===== src/rtl/fetch_stage.sv =====
// rtl/fetch_stage.sv - MIPS IF stage: PC, IF/ID register, stall/redirect/halt control.
// Optional FETCH_PERF_CNT_EN adds saturating fetch and bubble counters.
module fetch_stage #(
    parameter logic [31:0] RESET_PC  = 32'h0000_0000,
    parameter logic [31:0] NOP_INSTR = 32'h0000_0000
) (
    input  logic        clk,
    input  logic        reset,
    input  logic        stall,
    input  logic        redirect_valid,
    input  logic [31:0] redirect_target,
    input  logic        halt_req,
    input  logic [31:0] imem_instr,
    output logic [31:0] imem_addr,
    output logic [31:0] if_id_instr,
    output logic [31:0] if_id_pc4,
    output logic        if_id_valid,
    output logic        halted,
    output logic        misalign_err
`ifdef FETCH_PERF_CNT_EN
    ,
    output logic [31:0] perf_fetch_cnt,
    output logic [31:0] perf_bubble_cnt
`endif
);

    typedef enum logic {
        ST_RUN  = 1'b0,
        ST_HALT = 1'b1
    } state_t;

    state_t      state_q, state_d;
    logic [31:0] pc_q, pc_d;
    logic [31:0] instr_q, instr_d;
    logic [31:0] pc4_q, pc4_d;
    logic        valid_q, valid_d;
    logic        misalign_q, misalign_d;
    logic        advance, bubble;
    logic [31:0] pc_plus4;

    assign pc_plus4 = pc_q + 32'd4;

    always_comb begin
        state_d    = state_q;
        pc_d       = pc_q;
        instr_d    = instr_q;
        pc4_d      = pc4_q;
        valid_d    = valid_q;
        misalign_d = 1'b0;
        advance    = 1'b0;
        bubble     = 1'b0;
        case (state_q)
            ST_RUN: begin
                // Redirect wins over halt and stall: the wrong-path fetch must be squashed.
                if (redirect_valid) begin
                    pc_d       = redirect_target & ~32'h3;
                    misalign_d = (redirect_target[1:0] != 2'b00);
                    bubble     = 1'b1;
                end else if (halt_req) begin
                    state_d = ST_HALT;
                    bubble  = 1'b1;
                end else if (!stall) begin
                    advance = 1'b1;
                    pc_d    = pc_plus4;
                    instr_d = imem_instr;
                    pc4_d   = pc_plus4;
                    valid_d = 1'b1;
                end
            end
            default: begin
                state_d = ST_HALT;
            end
        endcase
        if (bubble) begin
            instr_d = NOP_INSTR;
            pc4_d   = 32'd0;
            valid_d = 1'b0;
        end
    end

    always_ff @(posedge clk) begin
        if (reset) begin
            state_q    <= ST_RUN;
            pc_q       <= RESET_PC;
            instr_q    <= NOP_INSTR;
            pc4_q      <= 32'd0;
            valid_q    <= 1'b0;
            misalign_q <= 1'b0;
        end else begin
            state_q    <= state_d;
            pc_q       <= pc_d;
            instr_q    <= instr_d;
            pc4_q      <= pc4_d;
            valid_q    <= valid_d;
            misalign_q <= misalign_d;
        end
    end

    assign imem_addr    = pc_q;
    assign if_id_instr  = instr_q;
    assign if_id_pc4    = pc4_q;
    assign if_id_valid  = valid_q;
    assign halted       = (state_q == ST_HALT);
    assign misalign_err = misalign_q;

`ifdef FETCH_PERF_CNT_EN
    logic [31:0] fetch_cnt_q, fetch_cnt_d;
    logic [31:0] bubble_cnt_q, bubble_cnt_d;

    always_comb begin
        fetch_cnt_d  = fetch_cnt_q;
        bubble_cnt_d = bubble_cnt_q;
        if (advance && (fetch_cnt_q != 32'hFFFF_FFFF)) begin
            fetch_cnt_d = fetch_cnt_q + 32'd1;
        end
        if (bubble && (bubble_cnt_q != 32'hFFFF_FFFF)) begin
            bubble_cnt_d = bubble_cnt_q + 32'd1;
        end
    end

    always_ff @(posedge clk) begin
        if (reset) begin
            fetch_cnt_q  <= 32'd0;
            bubble_cnt_q <= 32'd0;
        end else begin
            fetch_cnt_q  <= fetch_cnt_d;
            bubble_cnt_q <= bubble_cnt_d;
        end
    end

    assign perf_fetch_cnt  = fetch_cnt_q;
    assign perf_bubble_cnt = bubble_cnt_q;
`endif

endmodule


===== config.mk =====
export PLATFORM = sky130hd
export DESIGN_NAME = fetch_stage
export DESIGN_NICKNAME = d
export VERILOG_FILES = /design/src/rtl/fetch_stage.sv
export SDC_FILE = /design/constraint.sdc
export NUM_CORES = 1
export LEC_CHECK = 0
export BUFFER_PORTS_ARGS = -buffer_cell sky130_fd_sc_hd__buf_2
export CORE_ASPECT_RATIO = 0.7
export CORE_UTILIZATION = 45
export DETAILED_ROUTE_END_ITERATION = 6
export PLACE_DENSITY = 0.8
export SYNTH_ARGS = -nofsm -noshare
export SYNTH_HDL_FRONTEND = slang
export SYNTH_SLANG_ARGS = --single-unit

===== constraint.sdc =====
create_clock -name clk -period 1.9 [get_ports clk]
set_clock_uncertainty 0.2 [all_clocks]
set_input_delay 0.19 -clock clk [delete_from_list [all_inputs] [get_ports clk]]
set_output_delay 0.19 -clock clk [all_outputs]
set_load 0.1 [all_outputs]

-- Word-level counts from Yosys, hierarchy flattened
Index checks and enable logic that the tools add are counted.
- $add $sub $neg: 1
- eq/ne operators: 2
- mux-type cells: 8
- bitwise logic cells: 4
- reduce and logical (&&, ||, !) cells: 5
- operators with widths (operator ; number):
    $mux 32 ; 3
    $add 32x3->32 const B ; 1
    $mux 1 ; 5
    $not 1->1 ; 4
    $reduce_and 4->1 ; 1
    $reduce_and 3->1 ; 1
    $reduce_or 3->1 ; 1
    $ne 2x1->1 const B ; 1
    $ne 2x2->1 const B ; 1
    $reduce_bool 2->1 ; 1
    $reduce_or 2->1 ; 1
- bits in registers: 99
- input port bits: 69
- output and inout bits: 99

-- Logic depth before layout (Yosys ltp)
- depth after elaboration: 4
- gate-level depth with buffers: 8

-- Worst setup path after synthesis
OpenSTA, ideal clock, no wires.
- path type: register to register
- start: register pc_q[19] (netlist: imem_addr[19])
- end: register pc4_q[25] (netlist: if_id_pc4[25])
- setup time: 0.086 ns
- arrival: 2.485 ns
- data required time: 1.614 ns
- slack: -0.870 ns
- cell stages (with the launch flop): 7
- path buffers: 1
- clock period less this slack: 2.770 ns
- cells stage by stage: dfxtp_1 clkbuf_2 and3_1 nand3_1 or3_1 xnor2_1 a211oi_1
- cells in the longest elaborated chain, start to end: 1
- ends and longest elaborated chain (element ; line ; RTL):
    from (decl) ; 33 ; logic [31:0] pc_q, pc_d;
    from (signal assigned) ; 91 ; pc_q <= pc_d;
    $add 32x3->32 ; 41 ; assign pc_plus4 = pc_q + 32'd4;
    to (signal assigned) ; 93 ; pc4_q <= pc4_d;
    to (decl) ; 35 ; logic [31:0] pc4_q, pc4_d;
No other way between the ends.
A chain may end at the register's enable or synchronous reset.

-- Worst setup path in the final report
- start: register pc_q[2] (netlist: imem_addr[2])
- end: register pc4_q[27] (netlist: if_id_pc4[27])
Same word-level chain as after synthesis.

==> metrics.yaml <==
yosys:
  synthArstFlopShare_pct: 0
  netlist_area_um2: 4670
  synth_top_area_share_pct: 40.7
  postSynthAreaPerCell_um2: 8.12
  syn_inst: 575
  synth.largest_area_cell: "dfxtp_1"
  synth_warnings: 0
  ys_top_cells_by_area: "dfxtp_1 (41%), nand2_1 (8.8%), a21oi_1 (5.6%), nor2_1 (4.5%), xnor2_1 (3.9%)"
  synth_edf_count: 0
  seq_area_frac_synth_pct: 40.7
  synthDistinctLibCells: 60
  yosys_most_used_dff: "dfxtp_1"
  synth_seq_cells: 95
sta:
  hold_violations: 1
  min_period_ns: 1.91
  worst_slack_ns: -0.0143
  worstMarginPinSlew_ns: 0.525
  maxSlewViolCount: 0
  grt_setup_unrepaired: "yes"
  relSlewSlack_pct: 65.3
  fin_hold_ws_ns: -0.00549
  fmax_mhz: 522
  setup-violations-final: 1
  period_share_pct: 101
place:
  placed_area_um2: 6040
  gp_congestion: 0.919
  port_buffers: 163
  dp_hpwl_um: 10800
  pre_cts_slack_ns: -0.0102
power_and_ir_drop:
  p_leak_uw: 0.00308
  p_total_uw: 5270
  power.density_nw_per_um2: 734
  peakVddDrop_mv: 0.533
layout:
  drive_gt1_share_pct: 39.7
  area_growth_pct: 53.7
  fin_area_um2: 7170
  fin_nets: 896
grt:
  grt_pass1_vias: 5136
  grt_use_met2_pct: 48.8
  grt_max_degree: 51
  global_route.usage.met1_pct: 39.6
  grt_overflow: 0
  grt_pass1_wl_um: 25400
  busiest_layer: "met2"
  grtUsageMet3_pct: 7.40
  antenna_found_initial: 0
  grt.total_usage_pct: 30.6
detailed_routing:
  num_vias: 5437
  ant_nets: 0
  drc: 0
  viasPerCell: 5.66
  wl_um: 16900
  wl_per_cell_um: 17.6
  drt-initial-drc-count: 491
  firstDrtPassIters: 5
outcome:
  status: "complete, but fails checks"
  violations: "hold timing, setup timing"
clock_network:
  clock_latency_ns: 0.35
  cts.sinks: 95
  htree_levels: 3
  clockRootBuffer: "clkbuf_16"
  clk_pin_slew_ns: 0.07
  cts_max_path_buffers: 2
  cts_buffers: 9
  cts_tree: "done"
floorplanning:
  die_w_um: 124
  die_y_um: 87.2
  start_util_pct: 47.3
  ioPinCount: 168
  die-area_um2: 10800
  coreArea_um2: 9870
  rows: 30
worst_hold_path:
  holdCritPathClass: "in -> reg"
critical_path:
  critPathCaptureType: "flip-flop"
  start_kind: "flip-flop"
  crit_type: "reg -> reg"
  cp_max_fo: 6
  cp.arrival_ns: 1.97
  crit_required_ns: 1.96
run:
  cap_violations: 0
flip-flops by register name, indices dropped and copies added (netlist names):
name          flops
imem_addr        30
misalign_err      1
if_id_pc4        30
if_id_instr      32
if_id_valid       1
halted            1
critical path, stage by stage (launching register included):
cell	delay (ns)
dfxtp_4	0.38
and4_4	0.24
buf_6	0.12
nand4_4	0.16
nor4_4	0.39
xnor2_1	0.13
a211oi_2	0.21
timing repair:
item,in CTS,in global routing
cloned,0,0
setup buffers,10,17
hold buffers,48,0
pin swaps,4,13
gates resized for setup,4,27
setup endpoints to repair,4,38
hold endpoints to repair,49,0
metrics by stage:
| stage | hold slack [ns] | std cells | util (%) | setup TNS, ns |
|---|---|---|---|---|
| finish | -0.00549 | 960 | 72.7 | -0.0143 |
| global route | 0.00818 | 959 | 72.6 | -0.406 |
| CTS | 0.00411 | 942 | 70.1 | 0 |
| detailed placement | 0.235 | 868 | 61.2 | -0.0102 |
| global placement | 0.230 | 868 | 61.2 | 0 |
| floorplan | 0.126 | 578 | - | -2.41 |
final timing paths:
check                           start               to  slack [ns]  cells past startpoint
setup / recovery         imem_addr[2]    if_id_pc4[27]       -0.01                      6
hold / removal    redirect_target[27]    imem_addr[27]      -0.005                      3
setup reg to reg         imem_addr[2]    if_id_pc4[27]       -0.01                      6
hold reg to reg       if_id_instr[22]  if_id_instr[22]        0.25                      2
cells in the mapped netlist, types with 6 or more instances:
library cell and n:
dfxtp_1 95, xnor2_1 21, clkbuf_1 29, a211oi_1 24
buf_2 15, o31ai_1 8, a211oi_2 7, xor2_1 6
a31oi_1 9, nor2_1 56, o21ai_0 16, a21oi_1 52
nor3_1 9, nand2_1 109, and3_1 6, a22oi_1 7
and4_1 6, nand3_1 14
routing by layer:
metal,vias up,routed length [um]
met1,2544,6960
li1,2532,-
met3,49,1510
met4,0,509
met5,-,0
met2,312,7940
cells by family (layout without fill, tap and decap cells):
kind of cell,after synthesis,after routing,synth area share (%)
mux,5,5,1.07
compound gates,152,152,21.9
fa+ha+maj,1,1,0.268
simple gates,236,236,25.4
buf+inv,58,311,5.52
xor+xnor,27,27,5.07
other cells,1,5,0.0803
flops,95,95,40.7
placed cells by master, fill, tap and decap left out, types with 4 or more instances in the layout:
cell type	netlist	layout
buf_2	15	163
nand2_1	109	105
dfxtp_1	95	65
buf_4	5	63
nor2_1	56	53
a21oi_1	52	52
dlygate4sd3_1	0	48
dfxtp_4	0	24
a211oi_1	24	22
xnor2_1	21	21
o21ai_0	16	16
nand3_1	14	11
buf_6	0	10
a211oi_2	7	9
a31oi_1	9	9
clkbuf_16	0	9
nor3_1	9	8
o31ai_1	8	8
a22oi_1	7	7
xor2_1	6	6
dfxtp_2	0	6
and4_4	1	5
nor4_4	4	5
inv_1	5	5
mux2i_1	5	5
and3_1	6	4
o41ai_1	5	4
conb_1	1	4
buf_12	0	4
report_power, final:
group	internal (uW)	switching, uW
sequential	2050	81.5
clock	1100	755
combinational	376	907
total	3520	1740
area by class of cell:
cell class	instances	area (um2)
well taps	128	160
flip-flops and latches	95	2000
fillers	722	2700
clock buffers	14	264
repair buffers	289	1980
multi-input cells	425	2710
inverters	6	22.5
diodes	1	2.50
clock inverters	2	38.8
Power figures use the tool's default switching activity.
